==> config.mk <==
export PLATFORM = sky130hd
export DESIGN_NAME = significand_normalize_round_subtraction_flat
export DESIGN_NICKNAME = d
export VERILOG_FILES = /design/src/rtl/significand_normalize_round_subtraction_if.sv /design/src/rtl/significand_normalize_round_subtraction.sv /design/src/flat_wrapper.sv
export SDC_FILE = /design/constraint.sdc
export NUM_CORES = 1
export LEC_CHECK = 0
export CORE_MARGIN = 10
export CORE_UTILIZATION = 50
export DETAILED_ROUTE_END_ITERATION = 6
export PLACE_DENSITY = 0.76
export SYNTH_ARGS = -nofsm -noshare
export SYNTH_HDL_FRONTEND = slang
export SYNTH_SLANG_ARGS = --single-unit
==> constraint.sdc <==
create_clock -name clk -period 3.34 [get_ports clk]
set_input_delay 0.668 -clock clk [delete_from_list [all_inputs] [get_ports clk]]
set_output_delay 0.668 -clock clk [all_outputs]
set_load 0.05 [all_outputs]
==> src/rtl/significand_normalize_round_subtraction_if.sv <==
// Handshake bundle for the decimal32 post-subtraction normalize/round stage.
//
// Input channel  (master -> slave): in_valid, diff, GRS_bits, exp_in, sign_in
//                (slave -> master): in_ready
// Output channel (slave -> master): out_valid, result, exp_out, sign_out,
//                                   inexact, underflow, overflow
//                (master -> slave): out_ready
//
// The stage itself uses the slave modport; whoever feeds operands in and
// takes results out uses the master modport.
interface significand_normalize_round_subtraction_if #(
    parameter int DIGITS = 7,
    parameter int EXP_W  = 8
);
    logic                  in_valid;
    logic                  in_ready;
    logic [4*DIGITS-1:0]   diff;
    logic [8:0]            GRS_bits;
    logic [EXP_W-1:0]      exp_in;
    logic                  sign_in;

    logic                  out_valid;
    logic                  out_ready;
    logic [4*DIGITS-1:0]   result;
    logic [EXP_W-1:0]      exp_out;
    logic                  sign_out;
    logic                  inexact;
    logic                  underflow;
    logic                  overflow;

    modport master (
        output in_valid, diff, GRS_bits, exp_in, sign_in, out_ready,
        input  in_ready, out_valid, result, exp_out, sign_out,
               inexact, underflow, overflow
    );

    modport slave (
        input  in_valid, diff, GRS_bits, exp_in, sign_in, out_ready,
        output in_ready, out_valid, result, exp_out, sign_out,
               inexact, underflow, overflow
    );
endinterface

==> src/rtl/significand_normalize_round_subtraction.sv <==
// Post-subtraction stage of the decimal32 subtractor.
//
// Takes the BCD magnitude of a significand difference together with the guard
// digit, round digit and sticky bit from alignment, left-normalizes it one
// digit per cycle, applies round-half-even and hands back the final
// significand, exponent, sign and exception flags.
//
// Ports:
//   clk    rising-edge clock
//   rst_n  asynchronous active-low reset; aborts any operation in flight
//   bus    slave side of the handshake bundle:
//            in_valid/in_ready + diff, GRS_bits, exp_in, sign_in   (operand)
//            out_valid/out_ready + result, exp_out, sign_out,
//            inexact, underflow, overflow                          (result)
//
// Timing: operand accepted in cycle t gives out_valid in cycle t+3+k, where k
// (0..DIGITS+1) is the number of digit shifts needed.
module significand_normalize_round_subtraction #(
    parameter int DIGITS  = 7,
    parameter int EXP_W   = 8,
    parameter int EXP_MAX = 191
) (
    input  logic clk,
    input  logic rst_n,
    significand_normalize_round_subtraction_if.slave bus
);

    localparam int SIG_W  = 4 * DIGITS;
    localparam int WORK_W = 4 * (DIGITS + 2);

    typedef enum logic [1:0] {
        IDLE,
        SHIFT,
        ROUND,
        DONE
    } state_t;

    state_t              state;

    // Working copy: significand digits followed by guard and round digits.
    logic [WORK_W-1:0]   work;
    logic                sticky;
    logic [EXP_W-1:0]    exp_work;
    logic                sign_work;
    logic [3:0]          shift_count;

    logic                out_valid_r;
    logic [SIG_W-1:0]    result_r;
    logic [EXP_W-1:0]    exp_out_r;
    logic                sign_out_r;
    logic                inexact_r;
    logic                underflow_r;
    logic                overflow_r;

    logic [SIG_W-1:0]    upper;
    logic [SIG_W-1:0]    incremented;
    logic [SIG_W-1:0]    rounded;
    logic [EXP_W-1:0]    exp_rounded;
    logic [3:0]          g_digit;
    logic [3:0]          r_digit;
    logic                round_up;
    logic                carry;
    logic                inexact_c;
    logic                overflow_c;
    logic                underflow_c;
    logic [3:0]          msd;

    assign msd = work[WORK_W-1 -: 4];

    // Round-half-even on the top DIGITS digits of the working register.
    // The increment ripples a decimal carry from the least significant digit;
    // a carry out of the top digit means the significand was all nines.
    always_comb begin
        upper    = work[WORK_W-1 -: SIG_W];
        g_digit  = work[7:4];
        r_digit  = work[3:0];
        round_up = (g_digit > 4'd5)
                 | ((g_digit == 4'd5) & ((r_digit != 4'd0) | sticky))
                 | ((g_digit == 4'd5) & (r_digit == 4'd0) & !sticky & upper[0]);

        carry       = round_up;
        incremented = upper;
        for (int i = 0; i < DIGITS; i++) begin
            if (carry) begin
                if (upper[4*i +: 4] == 4'd9) begin
                    incremented[4*i +: 4] = 4'd0;
                end else begin
                    incremented[4*i +: 4] = upper[4*i +: 4] + 4'd1;
                    carry = 1'b0;
                end
            end
        end

        rounded     = incremented;
        exp_rounded = exp_work;
        overflow_c  = 1'b0;
        if (carry) begin
            if (exp_work == EXP_W'(EXP_MAX)) begin
                rounded    = {DIGITS{4'h9}};
                overflow_c = 1'b1;
            end else begin
                rounded     = {4'd1, {(SIG_W-4){1'b0}}};
                exp_rounded = exp_work + EXP_W'(1);
            end
        end

        inexact_c   = (g_digit != 4'd0) | (r_digit != 4'd0) | sticky;
        underflow_c = (rounded[SIG_W-1 -: 4] == 4'd0) & inexact_c;
    end

    // Control and datapath. The sticky bit stays beside the round digit and is
    // never shifted into the working register; the exponent stops the shift
    // at zero so that subnormal-looking results keep their remaining digits.
    always_ff @(posedge clk or negedge rst_n) begin
        if (!rst_n) begin
            state       <= IDLE;
            work        <= '0;
            sticky      <= 1'b0;
            exp_work    <= '0;
            sign_work   <= 1'b0;
            shift_count <= 4'd0;
            out_valid_r <= 1'b0;
            result_r    <= '0;
            exp_out_r   <= '0;
            sign_out_r  <= 1'b0;
            inexact_r   <= 1'b0;
            underflow_r <= 1'b0;
            overflow_r  <= 1'b0;
        end else begin
            case (state)
                IDLE: begin
                    if (bus.in_valid) begin
                        work        <= {bus.diff, bus.GRS_bits[8:1]};
                        sticky      <= bus.GRS_bits[0];
                        exp_work    <= bus.exp_in;
                        sign_work   <= bus.sign_in;
                        shift_count <= 4'd0;
                        state       <= SHIFT;
                    end
                end
                SHIFT: begin
                    if ((work == '0) && !sticky) begin
                        sign_work <= 1'b0;
                        state     <= ROUND;
                    end else if ((msd != 4'd0) || (exp_work == '0) ||
                                 (shift_count == 4'(DIGITS + 1))) begin
                        state <= ROUND;
                    end else begin
                        work        <= {work[WORK_W-5:0], 4'd0};
                        exp_work    <= exp_work - EXP_W'(1);
                        shift_count <= shift_count + 4'd1;
                    end
                end
                ROUND: begin
                    result_r    <= rounded;
                    exp_out_r   <= exp_rounded;
                    sign_out_r  <= sign_work;
                    inexact_r   <= inexact_c;
                    underflow_r <= underflow_c;
                    overflow_r  <= overflow_c;
                    out_valid_r <= 1'b1;
                    state       <= DONE;
                end
                DONE: begin
                    if (bus.out_ready) begin
                        out_valid_r <= 1'b0;
                        state       <= IDLE;
                    end
                end
                default: state <= IDLE;
            endcase
        end
    end

    assign bus.in_ready  = (state == IDLE);
    assign bus.out_valid = out_valid_r;
    assign bus.result    = result_r;
    assign bus.exp_out   = exp_out_r;
    assign bus.sign_out  = sign_out_r;
    assign bus.inexact   = inexact_r;
    assign bus.underflow = underflow_r;
    assign bus.overflow  = overflow_r;

endmodule

==> src/flat_wrapper.sv <==
// flat-port wrapper written by rule: the top's interface ports become plain ports
module significand_normalize_round_subtraction_flat 
#(
    parameter int DIGITS  = 7,
    parameter int EXP_W   = 8,
    parameter int EXP_MAX = 191
)
  (clk, rst_n, bus_in_valid, bus_diff, bus_GRS_bits, bus_exp_in, bus_sign_in, bus_out_ready, bus_in_ready, bus_out_valid, bus_result, bus_exp_out, bus_sign_out, bus_inexact, bus_underflow, bus_overflow);
  significand_normalize_round_subtraction_if #(.DIGITS(DIGITS), .EXP_W(EXP_W)) bus_i ();
  input  logic clk;
  input  logic rst_n;
  input wire logic [$bits(bus_i.in_valid)-1:0] bus_in_valid;
  input wire logic [$bits(bus_i.diff)-1:0] bus_diff;
  input wire logic [$bits(bus_i.GRS_bits)-1:0] bus_GRS_bits;
  input wire logic [$bits(bus_i.exp_in)-1:0] bus_exp_in;
  input wire logic [$bits(bus_i.sign_in)-1:0] bus_sign_in;
  input wire logic [$bits(bus_i.out_ready)-1:0] bus_out_ready;
  output wire logic [$bits(bus_i.in_ready)-1:0] bus_in_ready;
  output wire logic [$bits(bus_i.out_valid)-1:0] bus_out_valid;
  output wire logic [$bits(bus_i.result)-1:0] bus_result;
  output wire logic [$bits(bus_i.exp_out)-1:0] bus_exp_out;
  output wire logic [$bits(bus_i.sign_out)-1:0] bus_sign_out;
  output wire logic [$bits(bus_i.inexact)-1:0] bus_inexact;
  output wire logic [$bits(bus_i.underflow)-1:0] bus_underflow;
  output wire logic [$bits(bus_i.overflow)-1:0] bus_overflow;
  assign bus_i.in_valid = bus_in_valid;
  assign bus_i.diff = bus_diff;
  assign bus_i.GRS_bits = bus_GRS_bits;
  assign bus_i.exp_in = bus_exp_in;
  assign bus_i.sign_in = bus_sign_in;
  assign bus_i.out_ready = bus_out_ready;
  assign bus_in_ready = bus_i.in_ready;
  assign bus_out_valid = bus_i.out_valid;
  assign bus_result = bus_i.result;
  assign bus_exp_out = bus_i.exp_out;
  assign bus_sign_out = bus_i.sign_out;
  assign bus_inexact = bus_i.inexact;
  assign bus_underflow = bus_i.underflow;
  assign bus_overflow = bus_i.overflow;
  significand_normalize_round_subtraction #(.DIGITS(DIGITS), .EXP_W(EXP_W), .EXP_MAX(EXP_MAX)) u_core (.clk(clk), .rst_n(rst_n), .bus(bus_i));
endmodule
# == After elaboration in Yosys (flattened, before gate mapping) ==
# Index checks and enable logic that the tools add are counted.
# op_classes
n_reduce_logical,19
mux,56
n_addsub,10
n_lt_le_gt_ge,1
bitwise_logic,10
eq_ne,19
# op_table
cell,n
$mux 36,3
$pmux 36 s2,1
$mux 4,17
$mux 28,2
$mux 8,5
$logic_not 36->1,1
$add 4x1->4 const B,8
$eq 4x4->1 const B,8
$mux 1,19
$pmux 8 s2,1
$reduce_bool 4->1,3
$add 8x1->8 const B,1
$eq 8x8->1 const B,1
$logic_not 4->1,2
$logic_not 8->1,1
$mux 2,4
$ne 2x2->1 const B,4
$pmux 2 s4,1
$pmux 4 s2,1
$sub 8x1->8 const B,1
$reduce_and 3->1,2
$and 1x1->1,5
$or 1x1->1,5
$eq 2x2->1 const B,2
other kinds (13),17
# word_totals
wordCells,128
inputBits,50
regBits,93
out_inout_bits,42

# == Longest topological paths before layout ==
# Gate-level depths: netlist of the first run.
# logic_depth
word_depth,15
ltp_mapped,9
depth_no_buf,7

# == Least setup slack after synthesis of the first run ==
# No wires, ideal clock.
# synth_timing
path_kind,reg-to-reg
startpoint,register u_core.state[0]
endpoint,register u_core.work[10]
setup_ps,125
path_slack_ps,831
t_required_ps,3215
arrival_time_ps,2384
path_stages_with_launch,10
n_path_buf,2
period_less_slack_ps,2509
cell_sequence,dfrtp_1 -> inv_1 -> ha_1 -> nand2_1 -> o21ai_0 -> o21a_1 -> and2_1 -> buf_6 -> buf_6 -> mux2_2
# synth_via
elab_chain_len,3
word_cells_on_any_way,8
classes_between,eq/ne: 4; mux: 1; reduce/logical: 3
# synth_lines
element,line,rtl
from (decl),significand_normalize_round_subtraction.sv:38,state_t state;
from (signal assigned),significand_normalize_round_subtraction.sv:116,state <= IDLE;
from (signal assigned),significand_normalize_round_subtraction.sv:138,state <= SHIFT;
from (signal assigned),significand_normalize_round_subtraction.sv:144,state <= ROUND;
$logic_not 2->1 (*),--,
named net bus_in_ready,flat_wrapper.sv:18,output wire logic [$bits(bus_i.in_ready)-1:0] bus_in_ready;
$ne 2x2->1 (no line) / $reduce_bool 2->1 (equally long branches),--,
$reduce_and 4->1 (no line),--,
to (signal assigned),significand_normalize_round_subtraction.sv:133,"work <= {bus.diff, bus.GRS_bits[8:1]};"
to (signal assigned),significand_normalize_round_subtraction.sv:149,"work <= {work[WORK_W-5:0], 4'd0};"
to (decl),significand_normalize_round_subtraction.sv:41,logic [WORK_W-1:0] work;
# Mark *: on every way through the listed nets, which the timed path passes. The rest lies on a longest branch.
# A chain may end at the register's enable or synchronous reset.

# == Final worst setup path of the first run ==
# layout_timing
startpoint,register u_core.work[14]
endpoint,"register u_core.exp_out_r[4], in the netlist u_core.bus.exp_out[4]"
# layout_via
elab_chain_len,9
# layout_lines
element,line,rtl
$eq 4x4->1,significand_normalize_round_subtraction.sv:85,if (upper[4*i +: 4] == 4'd9) begin
$mux 1,significand_normalize_round_subtraction.sv:85,
$mux 1 (6 in a row),significand_normalize_round_subtraction.sv:84,if (carry) begin
$mux 8,significand_normalize_round_subtraction.sv:97,if (carry) begin
to (signal assigned),significand_normalize_round_subtraction.sv:156,exp_out_r <= exp_rounded;
to (decl),significand_normalize_round_subtraction.sv:49,logic [EXP_W-1:0] exp_out_r;
# Every way passes these cells.

==> results of run 1 <==
## final timing paths
kind / start / endpoint
worst max-delay path: u_core.work[14]$_DFFE_PN0P_ / u_core.bus.exp_out[4]$_DFFE_PN0P_
worst max register to register: u_core.work[14]$_DFFE_PN0P_ / u_core.bus.exp_out[4]$_DFFE_PN0P_
worst min register to register: u_core.bus.result[27]$_DFFE_PN0P_ / u_core.bus.result[27]$_DFFE_PN0P_
worst min-delay path: rst_n / u_core.shift_count[2]$_DFFE_PN0P_
max in group asynchronous: rst_n / u_core.work[23]$_DFFE_PN0P_
min in group clk: u_core.bus.result[27]$_DFFE_PN0P_ / u_core.bus.result[27]$_DFFE_PN0P_
## final cells by class
class | count | area (µm²) | share of cell area
Inverter | 26 | 97.6 | 0.0146
Sequential cell | 93 | 2330 | 0.347
Timing Repair Buffer | 101 | 983 | 0.147
Multi-Input combinational cell | 397 | 2850 | 0.425
Clock buffer | 9 | 124 | 0.0185
Tap cell | 140 | 175 | 0.0261
Clock inverter | 7 | 145 | 0.0217
## synthesized netlist by cell type, types with 5 or more instances
cell,n
nor2_1,42
or3_1,7
nand2_1,32
o31ai_1,8
or4_1,5
clkbuf_1,23
xnor2_1,8
nor2b_1,10
a2bb2oi_1,7
a31oi_1,11
mux2i_1,30
ha_1,9
buf_2,7
mux2_2,47
and3_1,9
a21o_1,6
a21oi_1,29
nor3_1,11
nor4_1,13
o21a_1,5
nand3_1,13
o21ai_0,31
dfrtp_1,93
inv_1,25
## layer usage
layer	vias up	GRT usage
li1	2167	-
met5	-	0
met2	157	0.304
met1	2255	0.246
met4	0	0.0685
met3	23	0.0413
## power groups by stage
stage | clock, mW | combinational, mW | sequential, mW
floorplan | 0 | 2.35 | 2.83
global placement | 0 | 3.84 | 2.35
detailed placement | 0 | 3.94 | 2.38
CTS | 1.01 | 3.96 | 2.37
global route | 1.07 | 4.28 | 2.49
finish | 1.01 | 3.95 | 2.39
## flip-flops by register name (all words and copies together) (netlist names)
name / cells
u_core.bus.underflow: 1
u_core.bus.out_valid: 1
u_core.exp_work: 8
u_core.bus.result: 28
u_core.bus.inexact: 1
u_core.bus.exp_out: 8
u_core.shift_count: 4
u_core.work: 36
u_core.state: 2
u_core.bus.sign_out: 1
u_core.sticky: 1
u_core.bus.overflow: 1
u_core.sign_work: 1
## cell families after synthesis
kind of cell             synth area share
AND/OR/NAND/NOR                     0.178
AO/OA/AOI/OAI                       0.146
flip-flops                          0.427
multiplexers                        0.161
buffers and inverters              0.0514
XOR/XNOR                           0.0161
adder cells (fa/ha/maj)            0.0207
## metrics by stage
| step | cells | utilization |
|---|---|---|
| 6_report | 773 | 0.623 |
| 5_1_grt | 773 | 0.623 |
| 3_3_place_gp | 757 | 0.598 |
| 2_1_floorplan | 554 | - |
| 4_1_cts | 773 | 0.623 |
| 3_5_place_dp | 757 | 0.598 |
## placed cells by master, fill, tap and decap left out, drive strengths merged, types with 13 or more instances in the layout
master | synthesis | layout
nor2 | 42 | 42
clkdlybuf4s50 | 0 | 90
a21oi | 29 | 29
nand2 | 32 | 32
nand3 | 13 | 13
mux2 | 50 | 50
dfrtp | 93 | 93
mux2i | 30 | 30
o21ai | 31 | 31
inv | 25 | 26
nor4 | 13 | 13
## worst max-delay path: stages, from the launching register on
cell,delay (ns)
dfrtp_1,0.48
and4bb_2,0.40
nand4_4,0.26
or4_1,0.84
or4_1,0.49
a31oi_1,0.17
==> results.json, run 1 <==
{
  "min_period_ns": 2.71,
  "grt.total_usage": 0.190,
  "grt_pass1_wl_mm": 24.8,
  "vias_per_cell": 5.95,
  "finClkSkew_ns": 0.0209,
  "cts_resized": 0,
  "clk_transition_reported_paths_ns": 0.11,
  "rsz0062_at_grt": "no",
  "drive_above_1_share": 0.150,
  "coreArea_um2": 10700,
  "ys_types": 60,
  "port_buffers": 91,
  "wl_per_cell_um": 19.3,
  "hold_viol": 0,
  "synth_top_cell_area_share": 0.427,
  "setup_slack_ns": 0.632,
  "ys.flop_type": "dfrtp_1",
  "yosysWarnings": 0,
  "grt_start_max_net_pins": 60,
  "cts_htree_levels": 3,
  "overflow": 0,
  "root_buffer": "clkbuf_8",
  "finalSetupViolCount": 0,
  "met3_length_um": 935,
  "synth_area_leader_cell": "dfrtp_1",
  "worstSkewPairLatency_ns": 0.38,
  "ctsHoldBuffers": 0,
  "p_int_mw": 3.91,
  "power_mw": 7.35,
  "dr.first_iter.drc_count": 402,
  "p_per_area_nw_per_um2": 1100,
  "status": "completed",
  "tightestPinTransition_ns": 0.707,
  "relSlewSlack": 0.529,
  "first_pass_iters": 5,
  "gp_congestion": 0.862,
  "post-route-period-util": 0.811,
  "io_pins": 92,
  "synthCells": 554,
  "synth_area_leaders": "dfrtp_1 (43%), mux2_2 (9.7%), mux2i_1 (5.5%)",
  "cp-start-kind": "flop",
  "die_height_um": 124,
  "holdCritPathClass": "in -> async",
  "crit_arrival_ns": 3.02,
  "async_flop_share": 1.00,
  "diodes": 0,
  "slew_viol_final": 0,
  "ant_nets": 0,
  "reg2regPathDepth": 5,
  "netlist_area_um2": 5450,
  "cts_tree": "yes",
  "cap_violations": 0,
  "crit_fanout": 18,
  "dp_hpwl_mm": 10.6,
  "peakVddDrop_mv": 0.679,
  "route.vias.total": 4602,
  "ys_ff_latch": 93,
  "holdWs_ns": 0.277,
  "switching_share": 0.468,
  "p_switching_mw": 3.44,
  "seqPwrFrac": 0.326,
  "cellLeakagePower_nw": 2.67,
  "syn-num-nets": 613,
  "rows": 38,
  "post-cts-setup-buffer-count": 0,
  "ctsLongestPathBuffers": 2,
  "clock-sinks": 93,
  "area_growth_pct": 23.0,
  "crit_type": "reg -> reg",
  "synth_area_per_cell_um2": 9.83,
  "grt_pass1_vias": 4760,
  "clock_power_share": 0.137,
  "n_fill_cell": 922,
  "wl_met1_mm": 6.53,
  "wl_met2_mm": 7.13,
  "drt_wl_total_mm": 14.9,
  "end_kind": "flop",
  "drc": 0,
  "fp.dieW_um": 124,
  "dp_worst_setup_slack_ns": 0.553,
  "cts_made_buffers": 9,
  "nets": 687,
  "start_util": 0.507,
  "synth_edf_count": 0,
  "required_ns": 3.66,
  "synth-seq-area-share": 0.427,
  "finalSetupTns_ns": 0,
  "antenna_found_initial": 0,
  "p_comb_frac": 0.537,
  "r2r_slack_ns": 0.63,
  "die_area_um2": 15500,
  "stdcell_area_um2": 6700,
  "placed_cell_area_um2": 6430,
  "top_layer": "met4",
  "clock.fmax_mhz": 369
}
No activity file was read; power rests on OpenSTA's default activity.
==> run 2, diff against run 1 <==
==> constraint.sdc (replaced) <==
create_clock -name clk -period 2.6 [get_ports clk]
set_input_delay 0.52 -clock clk [delete_from_list [all_inputs] [get_ports clk]]
set_output_delay 0.52 -clock clk [all_outputs]
set_load 0.05 [all_outputs]
==> results.json, run 2 (same netlist as run 1, synthesis figures left out) <==
{
  "status": "completed",
  "area_growth_pct": 24.8,
  "grt_pass1_wl_mm": 24.5,
  "peakVddDrop_mv": 0.857,
  "cap_violations": 0,
  "drive_above_1_share": 0.182,
  "r2r_slack_ns": 0.13,
  "grt_start_max_net_pins": 44,
  "diodes": 0,
  "slew_viol_final": 0,
  "finalSetupTns_ns": 0,
  "die_height_um": 124,
  "crit_arrival_ns": 2.73,
  "coreArea_um2": 10700,
  "route.vias.total": 4686,
  "rsz0062_at_grt": "no",
  "top_register": "u_core.work",
  "tightestPinTransition_ns": 0.589,
  "nets": 710,
  "rows": 38,
  "crit_type": "reg -> reg",
  "antenna_found_initial": 0,
  "hold_viol": 0,
  "cts_made_buffers": 9,
  "clock.fmax_mhz": 405,
  "overflow": 0,
  "setup.worst_path.start": "u_core.exp_work[1]$_DFFE_PN0P_",
  "p_per_area_nw_per_um2": 1360,
  "io_pins": 92,
  "ctsHoldBuffers": 0,
  "root_buffer": "clkbuf_8",
  "ctsLongestPathBuffers": 2,
  "cts_tree": "yes",
  "setup_slack_ns": 0.128,
  "dp_hpwl_mm": 10.9,
  "worstSkewPairLatency_ns": 0.36,
  "postLayoutCoreUtil": 0.633,
  "relSlewSlack": 0.604,
  "finalSetupViolCount": 0,
  "clk_transition_reported_paths_ns": 0.09,
  "min_period_ns": 2.47,
  "dr.first_iter.drc_count": 300,
  "gp_congestion": 0.915,
  "finClkSkew_ns": 0.00652,
  "start_util": 0.507,
  "required_ns": 2.86,
  "ant_nets": 0,
  "largest_reg_flops": 36,
  "clock-sinks": 93,
  "holdCritPathClass": "in -> async",
  "vias_per_cell": 5.89,
  "dp_worst_setup_slack_ns": 0.126,
  "port_buffers": 91,
  "first_pass_iters": 5,
  "fp.dieW_um": 124,
  "end_kind": "flop",
  "wl_per_cell_um": 18.4,
  "cts_htree_levels": 3,
  "die_area_um2": 15500,
  "cp-start-kind": "flop",
  "crit_fanout": 22,
  "rr_startpoint": "u_core.exp_work[1]$_DFFE_PN0P_",
  "layout_common_cells": "dfrtp_1 (93), clkdlybuf4s50_1 (89), mux2_2 (47)",
  "rr_endpoint": "u_core.work[19]$_DFFE_PN0P_",
  "endpoint": "u_core.work[19]$_DFFE_PN0P_",
  "cellLeakagePower_nw": 2.75,
  "grt_pass1_vias": 4837,
  "grt.total_usage": 0.187,
  "reg2regPathDepth": 8,
  "final_common_cell": "dfrtp_1",
  "drt_wl_total_mm": 14.7,
  "drc": 0,
  "post-route-period-util": 0.951
}
-- run 2: cell count changes in the layout (fill, tap and decap cells not counted), moves of 2 or more --
cell        delta
buf_12         +2
buf_4         +21
bufinv_16      -4
clkinv_2       +2
clkinvlp_4     +2
-- run 2: worst max-delay path, cell delays in order (launching register included) --
cell and delay, ns:
dfrtp_1 0.43, inv_1 0.12, ha_1 0.14, or3b_2 0.44, o221a_2 0.26, o21a_1 0.24, and2_2 0.26, buf_12 0.17
mux2_4 0.30
-- run 2: worst min-delay path by stage --
stage,start,to
floorplan,rst_n,u_core.bus.exp_out[0]$_DFFE_PN0P_
CTS,rst_n,u_core.bus.exp_out[1]$_DFFE_PN0P_
detailed placement,u_core.bus.result[16]$_DFFE_PN0P_,u_core.bus.result[16]$_DFFE_PN0P_
global placement,u_core.bus.overflow$_DFFE_PN0P_,u_core.bus.overflow$_DFFE_PN0P_
global route,rst_n,u_core.exp_work[5]$_DFFE_PN0P_
finish,rst_n,u_core.exp_work[5]$_DFFE_PN0P_
-- run 2: where the power goes --
part / internal, mW / total, mW / switching (mW)
Sequential: 2.15 / 2.92 / 0.771
Clock: 0.340 / 0.871 / 0.530
Combinational: 2.36 / 5.47 / 3.11
-- run 2: routing by layer --
layer,vias up,global-route usage,wire length (µm)
li1,2205,-,-
met1,2303,0.243,6470
met2,156,0.300,7030
met3,22,0.0438,891
met4,0,0.0624,259
met5,-,0,0
-- run 2: final cells by class --
| cell class | count | area [µm²] |
|---|---|---|
| fillers | 885 | 3950 |
| clock buffers | 9 | 124 |
| well taps | 140 | 175 |
| flip-flops and latches | 93 | 2330 |
| clock inverters | 6 | 41.3 |
| inverters | 26 | 97.6 |
| repair buffers | 124 | 1180 |
| multi-input cells | 397 | 2850 |
-- run 2: stage by stage --
stage	power (mW)	cell area, µm²	hold slack [ns]	instances
3_5_place_dp	8.37	6630	0.472	780
3_3_place_gp	8.24	6630	0.475	780
5_1_grt	9.90	6800	0.177	795
6_report	9.26	6800	0.139	795
4_1_cts	9.27	6790	0.163	795
2_1_floorplan	6.66	5450	0.224	554
-- run 2: timing repair --
item,4_1_cts,5_1_grt
setup endpoints to repair,0,15
buffers inserted,0,0
gates resized for setup,0,3
==> variant 1: new RTL, config.mk and constraints of run 1 <==
`EXP_W` is set to 8 in 3 places; all go to 12.
--- a/src/rtl/significand_normalize_round_subtraction_if.sv
+++ b/src/rtl/significand_normalize_round_subtraction_if.sv
@@ -11,5 +11,5 @@
 interface significand_normalize_round_subtraction_if #(
     parameter int DIGITS = 7,
-    parameter int EXP_W  = 8
+    parameter int EXP_W  = 12
 );
     logic                  in_valid;
--- a/src/rtl/significand_normalize_round_subtraction.sv
+++ b/src/rtl/significand_normalize_round_subtraction.sv
@@ -18,5 +18,5 @@
 module significand_normalize_round_subtraction #(
     parameter int DIGITS  = 7,
-    parameter int EXP_W   = 8,
+    parameter int EXP_W   = 12,
     parameter int EXP_MAX = 191
 ) (
--- a/src/flat_wrapper.sv
+++ b/src/flat_wrapper.sv
@@ -3,5 +3,5 @@
 #(
     parameter int DIGITS  = 7,
-    parameter int EXP_W   = 8,
+    parameter int EXP_W   = 12,
     parameter int EXP_MAX = 191
 )
Interface: changed (resized bus_exp_in and bus_exp_out); port bits go from 92 to 100. No check against the original RTL was run, so the function may have changed too.
==> variant 1 against run 1 <==
  * Synthesized cell count increased by 16%
  * Worst setup slack got worse by 0.15 ns
  * Die area grew 6.8%
  * Power up 5.8%
  * Synthesized area increased by 8.1%
  * Cell area grew 8.3%
  * Sequential cell count is 8 higher
  * Wire length increased by 16%
  * Largest power group unchanged
  * Highest routed layer unchanged
==> variant 1: results <==
timing:
  fin_skew_ns: 0.009958
  tightest_slew_ns: 0.8225
clock_tree:
  root_buffer: "clkbuf_16"
  worstSkewPairLatency_ns: 0.36
  clk_pin_slew_ns: 0.07
logic_synthesis:
  synth_area_leaders: "dfrtp_1, a221o_1, a21oi_1, nor2_1, and2_1"
  synth-seq-area-share_pct: 42.91
  syn-num-nets: 705
  synth_commonest_cells: "dfrtp_1, nor2_1, a21oi_1"
cells_and_area:
  layout-drive-gt1-share_pct: 8.240
  final_nets: 774
pwr:
  power.density_nw_per_um2: 1072
  ir_drop_mv: 0.6198
  powerComb_uw: 4210
  netSwitchingFraction_pct: 49.09
outcome:
  status: "finished clean"
setup_path:
  cp.arrival_ns: 2.19
  crit_fanout: 13
  cpPeakStageDelay_ns: 0.89
detailed_routing:
  dr.pass1.iters: 6
  drt_iter0_markers: 664
  wl_per_cell_um: 20.07
  vias_per_cell: 6.302
global_routing:
  first_global_vias: 5086
  gr-usage-all-layers_pct: 20.38
  grt_pass1_wl_um: 27760
placement:
  dp_hpwl_um: 12570
  gp_congestion: 0.9453
  portBuffers: 99
  place_ws_ns: 0.7370
[variant 1: cell count changes after synthesis, moves of 9 or more]
| cell | delta |
|---|---|
| nand4_1 | +12 |
| a221o_1 | +29 |
| clkbuf_1 | +15 |
| nor2_1 | +15 |
| mux2i_1 | -21 |
| a21oi_1 | +21 |
| and2_1 | +24 |
| o22ai_1 | +9 |
| mux2_2 | -43 |
[variant 1: area by class of cell]
class	instances	area share, %
tap	143	2.466
inverter	31	1.604
clock inverter	5	0.8277
timing repair buffer	112	15.49
multi-input combinational	456	41.58
clock buffer	11	3.207
sequential	101	34.83
[variant 1: per-layer routing]
| metal | GRT usage, % | part of all wire, % | up-vias | routed length, um |
|---|---|---|---|---|
| met5 | 0 | 0 | - | 0 |
| met4 | 5.632 | 2.3 | 0 | 401 |
| met3 | 5.339 | 8.8 | 33 | 1511 |
| met2 | 32.16 | 46 | 273 | 8015 |
| met1 | 27.13 | 42 | 2609 | 7312 |
| li1 | - | - | 2498 | - |
[variant 1: cells by family after synthesis]
group | count (synthesis) | synth area share [%]
and+or+nand+nor | 235 | 22.47
muxes | 14 | 2.485
DFF | 101 | 42.91
buffers and inverters | 85 | 5.969
adders and majority gates | 9 | 1.912
AOI/OAI and AO/OA | 179 | 21.43
xor gates and xnor gates | 19 | 2.825
[variant 1: final timing paths]
path | startpoint | to | slack, ns | cells past startpoint
worst min-delay path | rst_n | u_core.bus.result[13]$_DFFE_PN0P_ | 0.31 | 1
worst max-delay path | u_core.state[0]$_DFFE_PN0P_ | bus_in_ready | 0.48 | 3
worst max register to register | u_core.exp_work[0]$_DFFE_PN0P_ | u_core.work[22]$_DFFE_PN0P_ | 0.62 | 9
max in group asynchronous | rst_n | u_core.exp_work[3]$_DFFE_PN0P_ | 2.31 | 2
min in group clk | u_core.bus.result[20]$_DFFE_PN0P_ | u_core.bus.result[20]$_DFFE_PN0P_ | 0.50 | 1
worst min register to register | u_core.bus.result[20]$_DFFE_PN0P_ | u_core.bus.result[20]$_DFFE_PN0P_ | 0.50 | 1
[variant 1: worst reg2reg max path: cells and delay by family, from the launching register on]
| kind | cells | cell delay, ns |
|---|---|---|
| AO/OA/AOI/OAI | 3 | 0.80 |
| adder cells (fa/ha/maj) | 1 | 0.22 |
| buffers and inverters | 2 | 0.39 |
| flip-flops | 1 | 0.54 |
| AND/OR/NAND/NOR | 3 | 0.66 |
[variant 1: metrics by stage]
| stage | util, % | instance area [um^2] | instances |
|---|---|---|---|
| final | 63.27 | 7256 | 859 |
| after global routing | 63.27 | 7256 | 859 |
| after CTS | 63.27 | 7256 | 859 |
| after detailed placement | 60.72 | 6963 | 843 |
| after global placement | 60.72 | 6963 | 843 |
| after floorplan | - | 5891 | 642 |
==> variant 2: new RTL, settings of run 1 <==
Made on the original files. Re-encode `state_t` (4 states) as one-hot, 4 bits wide.
--- a/src/rtl/significand_normalize_round_subtraction.sv
+++ b/src/rtl/significand_normalize_round_subtraction.sv
@@ -29,9 +29,9 @@
     localparam int WORK_W = 4 * (DIGITS + 2);
 
-    typedef enum logic [1:0] {
-        IDLE,
-        SHIFT,
-        ROUND,
-        DONE
+    typedef enum logic [3:0] {
+        IDLE  = 4'b0001,
+        SHIFT = 4'b0010,
+        ROUND = 4'b0100,
+        DONE  = 4'b1000
     } state_t;
 
Behaviour: no difference found for any inputs over 4 cycles, from zero or initial values and one cycle with rst_n low; so few cycles prove little.
==> variant 2 against run 1 <==
  * Sequential cell count up 2
  * Wire length fell by 5.3%
  * Hold slack gained 0.11 ns
  * Cell area is 7.5% lower
  * First-iteration DRC count increased by 4.2%
  * Fmax shrank 5.0%
  * Synthesized cell count increased by 2.9%
  * Final cell count increased by 0.91%
  * Clock power decreased by 23%
  * Combinational power decreased by 31%
  * Worst setup slack got worse by 0.14 ns
  * Power down 21%
  * Synthesized area shrank 7.6%
  * Largest power group unchanged
==> variant 2: results <==
placement:
  gp_congestion: 0.8979
  dp_hpwl_um: 10330
  place_ws_ns: 0.5596
  portBuffers: 91
cells_and_area:
  layout-drive-gt1-share_pct: 6.955
  num_antenna_cells: 0
  largest_reg_flops: 36
  final_nets: 698
  nFillCells: 829
  top_register: "u_core.work"
detailed_routing:
  wl_per_cell_um: 18.08
  dr.pass1.iters: 5
  drt_iter0_markers: 419
  vias_per_cell: 5.894
logic_synthesis:
  synth_area_leaders: "dfrtp_1, nand2_1, a21oi_1, o22ai_1, o21ai_0"
  ys_types: 61
  synth_warnings: 0
  async_reset_ff_share_pct: 100.0
  syn-num-nets: 625
  synth_commonest_cells: "dfrtp_1, nand2_1, a21oi_1"
  synth-seq-area-share_pct: 47.23
global_routing:
  first_global_vias: 4365
  grt_pass1_wl_um: 22650
  use_met3_pct: 3.537
  grtUsageMet1_pct: 25.18
  met2_usage_pct: 30.61
  gr-usage-all-layers_pct: 19.06
  antenna_found_initial: 0
  grt_max_degree: 70
setup_path:
  crit_fanout: 10
  cp.arrival_ns: 2.18
clock_tree:
  cts_buffers: 9
  post_cts_buffers: 0
  cts_buffer_depth: 2
  root_buffer: "clkbuf_8"
  clk_pin_slew_ns: 0.10
  worstSkewPairLatency_ns: 0.37
  htreeDepth: 3
  cts_resized: 0
timing:
  fin_skew_ns: 0.01232
  slew_headroom_pct: 42.72
pwr:
  p_leak_uw: 0.002602
  ir_drop_mv: 0.5238
min_path:
  hold_path_class: "input port to asynchronous set/reset pin"
outcome:
  status: "finished clean"
==> variant 2: changes by cell type after synthesis, sizes merged, moves of 8 or more <==
cell and delta:
mux2i -23, nor2b -9, nor3 +12, and3 -8, a21oi +22, nand2 +38, o21ai +13, inv +14
o22ai +30, mux2 -49
==> variant 2: final timing paths <==
check,start,to,slack (ns),cells after the start
setup / recovery,u_core.state[3]$_DFFE_PN0P_,bus_in_ready,0.49,2
hold / removal,rst_n,u_core.bus.result[16]$_DFFE_PN0P_,0.39,1
setup reg to reg,u_core.exp_work[0]$_DFFE_PN0P_,u_core.work[21]$_DFFE_PN0P_,0.50,9
hold reg to reg,u_core.bus.exp_out[7]$_DFFE_PN0P_,u_core.bus.exp_out[7]$_DFFE_PN0P_,0.48,2
max in group asynchronous,rst_n,u_core.exp_work[0]$_DFFE_PN0P_,2.18,2
min in group clk,u_core.bus.exp_out[7]$_DFFE_PN0P_,u_core.bus.exp_out[7]$_DFFE_PN0P_,0.48,2
==> variant 2: stage by stage <==
step | hold slack (ns) | power, uW | instance area (um^2) | cells
finish | 0.3893 | 5778 | 6195 | 780
floorplan | 0.3724 | 4104 | 5036 | 570
CTS | 0.4392 | 5779 | 6195 | 780
global placement | 0.4567 | 4925 | 5998 | 765
global route | 0.4683 | 6141 | 6195 | 780
detailed placement | 0.4684 | 5008 | 5998 | 765
==> variant 2: cell families (layout without fill, tap and decap cells) <==
logic type	count (synthesis)	count (layout)	synth area share (%)
AND/OR/NAND/NOR	202	202	20.75
AO/OA/AOI/OAI	161	161	18.93
flip-flops	95	95	47.23
buffers and inverters	80	157	6.932
XOR/XNOR	19	19	3.304
multiplexers	8	8	1.615
adder cells (fa/ha/maj)	5	5	1.242
==> variant 2: report_power, final <==
part | internal (uW) | switching, uW | leakage [uW]
Sequential | 1640 | 617 | 0.00114
Clock | 363 | 414 | 0.0000944
Combinational | 1010 | 1730 | 0.00137
Total | 3010 | 2760 | 0.00260
==> variant 2: layout make-up <==
type	instances	area, um^2	area share (%)
flip-flops and latches	95	2379	38.40
multi-input cells	395	2308	37.27
repair buffers	103	998.5	16.12
well taps	133	166.4	2.686
inverters	39	146.4	2.363
clock buffers	10	137.6	2.222
clock inverters	5	58.81	0.9493
==> variant 2: per-layer routing <==
| metal | share of wire [%] | wire length, um |
|---|---|---|
| met4 | 1.9 | 270 |
| met3 | 7.1 | 997 |
| met5 | 0 | 0 |
| met1 | 44 | 6162 |
| met2 | 47 | 6675 |
==> variant 2: critical path: stages (launching register included) <==
cell	delay, ns
dfrtp_1	0.50
nor4b_1	0.43
clkdlybuf4s50_1	0.88
